[src/rtl/audio_pkg.sv]
// audio_pkg: shared sample types for the I2S audio path.
// Default widths for the transmitter and future receiver.
package audio_pkg;

  localparam int DEF_DATA_WIDTH = 24;
  localparam int DEF_SLOT_WIDTH = 32;

  typedef logic signed [DEF_DATA_WIDTH-1:0] sample_t;

  typedef struct packed {
    sample_t left;
    sample_t right;
  } stereo_t;

endpackage

[src/rtl/i2s_clock_gen.sv]
// i2s_clock_gen: BCLK divider and frame bit counter for an I2S master.
// LRCLK and the fall strobe move together on the BCLK falling edge.
module i2s_clock_gen #(
  parameter int SLOT_WIDTH = 32,
  parameter int BCLK_HALF  = 4,
  localparam int BW = $clog2(2 * SLOT_WIDTH),
  localparam int CW = $clog2(BCLK_HALF)
) (
  input  logic          i_clock,
  input  logic          i_reset_n,
  output logic          o_bclk,
  output logic          o_fall,
  output logic          o_wrap,
  output logic [BW-1:0] o_bit_nxt,
  output logic          o_lrclk
);

  localparam logic [CW-1:0] DIV_LAST = CW'(BCLK_HALF - 1);
  localparam logic [BW-1:0] BIT_LAST = BW'(2 * SLOT_WIDTH - 1);
  localparam logic [BW-1:0] R_FIRST  = BW'(SLOT_WIDTH);

  logic [CW-1:0] div_q;
  logic [BW-1:0] bit_q;
  logic          div_term;

  assign div_term  = (div_q == DIV_LAST);
  assign o_fall    = div_term & o_bclk;
  assign o_wrap    = o_fall & (bit_q == BIT_LAST);
  assign o_bit_nxt = (bit_q == BIT_LAST) ? '0 : bit_q + 1'b1;

  // Half-period divider; BCLK toggles on terminal count.
  always_ff @(posedge i_clock or negedge i_reset_n) begin
    if (!i_reset_n) begin
      div_q  <= '0;
      o_bclk <= 1'b0;
    end else if (div_term) begin
      div_q  <= '0;
      o_bclk <= ~o_bclk;
    end else begin
      div_q <= div_q + 1'b1;
    end
  end

  // Bit position and word select advance on each BCLK fall.
  always_ff @(posedge i_clock or negedge i_reset_n) begin
    if (!i_reset_n) begin
      bit_q   <= BIT_LAST;
      o_lrclk <= 1'b0;
    end else if (o_fall) begin
      bit_q   <= o_bit_nxt;
      o_lrclk <= (o_bit_nxt >= R_FIRST);
    end
  end

endmodule

[src/rtl/i2s_transmitter.sv]
// i2s_transmitter: stereo sample serializer driving an I2S DAC.
// One-pair holding register decouples upstream from frame timing.
module i2s_transmitter
  import audio_pkg::*;
#(
  parameter int DATA_WIDTH = DEF_DATA_WIDTH,
  parameter int SLOT_WIDTH = DEF_SLOT_WIDTH,
  parameter int BCLK_HALF  = 4
) (
  input  logic                  i_clock,
  input  logic                  i_reset_n,
  input  logic [DATA_WIDTH-1:0] i_data_left,
  input  logic [DATA_WIDTH-1:0] i_data_right,
  input  logic                  i_data_valid,
  output logic                  o_data_ready,
  output logic                  o_bclk,
  output logic                  o_lrclk,
  output logic                  o_sdata,
  output logic                  o_underrun
);

  localparam int BW = $clog2(2 * SLOT_WIDTH);

  localparam logic [BW-1:0] L_MSB  = BW'(1);
  localparam logic [BW-1:0] L_LSB  = BW'(DATA_WIDTH);
  localparam logic [BW-1:0] R_LOAD = BW'(SLOT_WIDTH);
  localparam logic [BW-1:0] R_MSB  = BW'(SLOT_WIDTH + 1);
  localparam logic [BW-1:0] R_LSB  = BW'(SLOT_WIDTH + DATA_WIDTH);

  logic          fall;
  logic          wrap;
  logic [BW-1:0] bit_nxt;
  logic          hold_full;
  logic          accept;
  logic          in_data;
  stereo_t       hold_q;
  stereo_t       frame_q;
  sample_t       shift_q;

  i2s_clock_gen #(
    .SLOT_WIDTH (SLOT_WIDTH),
    .BCLK_HALF  (BCLK_HALF)
  ) u_clock_gen (
    .i_clock   (i_clock),
    .i_reset_n (i_reset_n),
    .o_bclk    (o_bclk),
    .o_fall    (fall),
    .o_wrap    (wrap),
    .o_bit_nxt (bit_nxt),
    .o_lrclk   (o_lrclk)
  );

  assign hold_full = ~o_data_ready;
  assign accept    = i_data_valid & o_data_ready;
  assign in_data   = (bit_nxt >= L_MSB && bit_nxt <= L_LSB)
                   | (bit_nxt >= R_MSB && bit_nxt <= R_LSB);

  // Holding register: fill on handshake, drain on frame load.
  always_ff @(posedge i_clock or negedge i_reset_n) begin
    if (!i_reset_n) begin
      hold_q       <= '0;
      o_data_ready <= 1'b1;
    end else if (accept) begin
      hold_q.left  <= i_data_left;
      hold_q.right <= i_data_right;
      o_data_ready <= 1'b0;
    end else if (wrap && hold_full) begin
      o_data_ready <= 1'b1;
    end
  end

  // Frame load, underrun flag and MSB-first serializer.
  always_ff @(posedge i_clock or negedge i_reset_n) begin
    if (!i_reset_n) begin
      frame_q    <= '0;
      shift_q    <= '0;
      o_sdata    <= 1'b0;
      o_underrun <= 1'b0;
    end else begin
      o_underrun <= wrap & ~hold_full;
      if (wrap) begin
        o_sdata <= 1'b0;
        if (hold_full) begin
          frame_q <= hold_q;
          shift_q <= hold_q.left;
        end else begin
          shift_q <= frame_q.left;
        end
      end else if (fall) begin
        if (bit_nxt == R_LOAD) begin
          shift_q <= frame_q.right;
          o_sdata <= 1'b0;
        end else if (in_data) begin
          o_sdata <= shift_q[DATA_WIDTH-1];
          shift_q <= shift_q << 1;
        end else begin
          o_sdata <= 1'b0;
        end
      end
    end
  end

endmodule

[config.mk]
export PLATFORM = sky130hd
export DESIGN_NAME = i2s_transmitter
export DESIGN_NICKNAME = d
export VERILOG_FILES = /design/src/rtl/audio_pkg.sv /design/src/rtl/i2s_clock_gen.sv /design/src/rtl/i2s_transmitter.sv
export SDC_FILE = /design/constraint.sdc
export NUM_CORES = 1
export LEC_CHECK = 0
export CORE_UTILIZATION = 60
export CTS_CLUSTER_SIZE = 20
export DETAILED_ROUTE_END_ITERATION = 16
export PLACE_DENSITY = 0.83
export SLEW_MARGIN = 20
export SYNTH_ARGS = -nofsm -noshare
export SYNTH_HDL_FRONTEND = slang
export SYNTH_SLANG_ARGS = --single-unit
[constraint.sdc]
create_clock -name i_clock -period 6 [get_ports i_clock]
set_input_delay 1.5 -clock i_clock [delete_from_list [all_inputs] [get_ports i_clock]]
set_output_delay 1.5 -clock i_clock [all_outputs]
set_load 0.02 [all_outputs]
==> reports/results.ini <==
[timing]
period_share_pct = 65.0
skew_ns = 0.00784
rsz0062_at_grt = no
worst_pin_slew_ns = 1.15
min_period_ns = 3.90
finalSetupTns_ns = 0
report.final.slew_viol_count = 0
maxSlewHeadroom_pct = 23.6
hold_viol_final = 0
fmax_mhz = 257
finalSetupViolations = 0

[critical_path]
startpoint_type = flip-flop
crit_fanout = 28
cp.required_ns = 4.50
path_cells = clkdlybuf4s50_1
crit_family = flip-flops
cp.arrival_ns = 2.40
slowest_delay_ns = 1.14
endpoint_kind = output port
worstSetupPathDepth = 1
critical_path_class = flip-flop to output port
worst-path-buf-inv = 1
reg2reg_depth = 8
crit_path_top_delay_cell = dfstp_2

[yosys]
ys.warnings.count = 0
synthFlopType = dfrtp_1
syn-num-nets = 480
syn_inst = 425
synth_compound_area_share_pct = 7.40
ys_async_sr_fraction_pct = 100
synth_mux_area_share_pct = 28.2
yosysUniqueCellTypes = 40
synthAdderAreaFrac_pct = 0.841
synth_top_family_by_area = multiplexers
synthXorXnorAreaFrac_pct = 0.736
synth_seq_cells = 133
synth_edf_count = 0
syn_avg_cell_area_sq_um = 14.0
syn-cell-area_sq_um = 5950
synth_seq_area_share_pct = 56.1
synthSimpleGateAreaFrac_pct = 4.21

[cells_and_area]
final_cells = 622
final_cell_mix = 126 x dfrtp_1, 90 x mux2_2, 54 x clkdlybuf4s50_1
layout_commonest_cell = dfrtp_1
final_net_count = 535
regArea_sq_um = 3340
drive_gt1_share_pct = 32.7
multiInputGateArea_sq_um = 2480
diodes = 0
fillers = 540
area_growth_pct = 21.0

[floorplan]
row_count = 35
fp.dieH_um = 102
start_util_pct = 63.2
io_pins = 56
design.die.area_sq_um = 10300
core_sq_um = 9420
die-width_um = 102

[detailed_routing]
drc_errors = 0
num_vias = 3668
firstDrtPassIters = 4
drt-vias-per-instance = 5.90
wl_met1_mm = 5.08
met2WireLength_mm = 5.88
routed_wl_mm = 11.6
wire_per_inst_um = 18.7
routed-wl-met3_um = 414
top_layer_used = met4
ant_nets = 0
drt_iter0_markers = 150

[hold_path]
hold_class = flip-flop to flip-flop
hold_path_depth = 1

[cts]
cts.repair.resized = 0
cts-root-buf = clkbuf_8
clock_sinks = 133
htreeDepth = 4
worstSkewPairLatency_ns = 0.51
hold_buffers = 0
cts_tree = built
clk_pin_slew_ns = 0.06
numCtsBuffers = 17
cts_setup_buffers = 0
cts_buffer_depth = 2

[status]
status = complete, no violations

[grt]
track_usage_pct = 24.7
grt_remaining_overflow = 0
grt_pass1_vias = 3870
grt_max_degree = 52
grt_first_pass_wirelength_mm = 19.3
antenna_found_initial = 0

[power_and_ir_drop]
power.static_leakage_nw = 3.29
power.density_nw_per_um2 = 285
peakVddDrop_mv = 0.177
p_total_mw = 2.05

[placed_design]
dp_hpwl_mm = 6.89
place_inst = 588
gp_congestion = 0.960
io_buffers = 55

[flow_run]
drv_cap = 0

## metrics by stage
stage / utilization [%] / worst slack [ns] / hold WS, ns / cell area, sq um
5_1_grt: 76.5 / 2.03 / 0.465 / 7200
3_3_place_gp: 69.7 / 2.29 / 0.415 / 6570
4_1_cts: 76.0 / 1.93 / 0.457 / 7150
2_1_floorplan: - / 3.24 / 0.403 / 5950
3_5_place_dp: 69.7 / 2.04 / 0.428 / 6570
6_report: 76.5 / 2.10 / 0.456 / 7200
## path summary, 6_finish.rpt
check / start / end / slack (ns)
max: o_data_ready / o_data_ready / 2.10
min: u_clock_gen.div_q[0] / u_clock_gen.div_q[0] / 0.46
max reg2reg: u_clock_gen.bit_q[1] / shift_q[3] / 2.57
min reg2reg: u_clock_gen.div_q[0] / u_clock_gen.div_q[0] / 0.46
max in group asynchronous: i_reset_n / frame_q[6] / 4.07
min in group asynchronous: i_reset_n / frame_q[41] / 0.92
## kinds of logic after synthesis
group	Yosys count
fa+ha+maj	4
flops	133
xor+xnor	5
compound gates	49
mux	145
simple gates	59
buf+inv	30
## sequential cells by signal (all words and copies together), names as in the netlist
signal               cells
u_clock_gen.div_q        2
hold_q                  48
u_clock_gen.bit_q        6
o_underrun               1
u_clock_gen.o_bclk       1
o_data_ready             1
shift_q                 24
frame_q                 48
o_sdata                  1
u_clock_gen.o_lrclk      1
## power by group
group	switching, mW	internal (mW)	total (mW)
clock network	0.382	0.642	1.02
registers	0.0188	0.926	0.945
logic	0.0328	0.0534	0.0862
total	0.434	1.62	2.05
## cell type report
cell class | count | share of cell area, %
flip-flops and latches | 133 | 46.4
multi-input cells | 262 | 34.4
repair buffers | 61 | 8.57
clock buffers | 19 | 6.00
well taps | 129 | 2.24
clock inverters | 13 | 2.17
inverters | 5 | 0.261
## cell usage after synthesis, types with 2 or more instances
cell | count | area [sq um]
mux2_1 | 10 | 113
a21oi_1 | 4 | 20.0
or3_1 | 3 | 18.8
mux2i_1 | 25 | 250
dfstp_2 | 7 | 184
o22ai_1 | 2 | 12.5
a221o_1 | 23 | 230
o21ai_0 | 5 | 25.0
xor2_1 | 2 | 17.5
a31oi_1 | 2 | 12.5
mux2_4 | 20 | 300
buf_1 | 3 | 11.3
xnor2_1 | 3 | 26.3
dfrtp_1 | 126 | 3150
nand3_1 | 4 | 20.0
buf_2 | 5 | 25.0
nand2_1 | 13 | 48.8
mux2_2 | 90 | 1010
nor2_1 | 33 | 124
and2_1 | 2 | 12.5
inv_1 | 5 | 18.8
ha_1 | 4 | 50.1
clkbuf_1 | 12 | 45.0
buf_6 | 4 | 45.0
o31ai_1 | 3 | 22.5
## per-layer routing
layer  track usage (%)  vias to the layer above
met4              9.59                        0
met3              5.31                       29
met2              41.2                      106
li1                  -                     1656
met1              31.8                     1877
met5                 0                        -
Note: power is estimated with default switching activity, not from simulation.
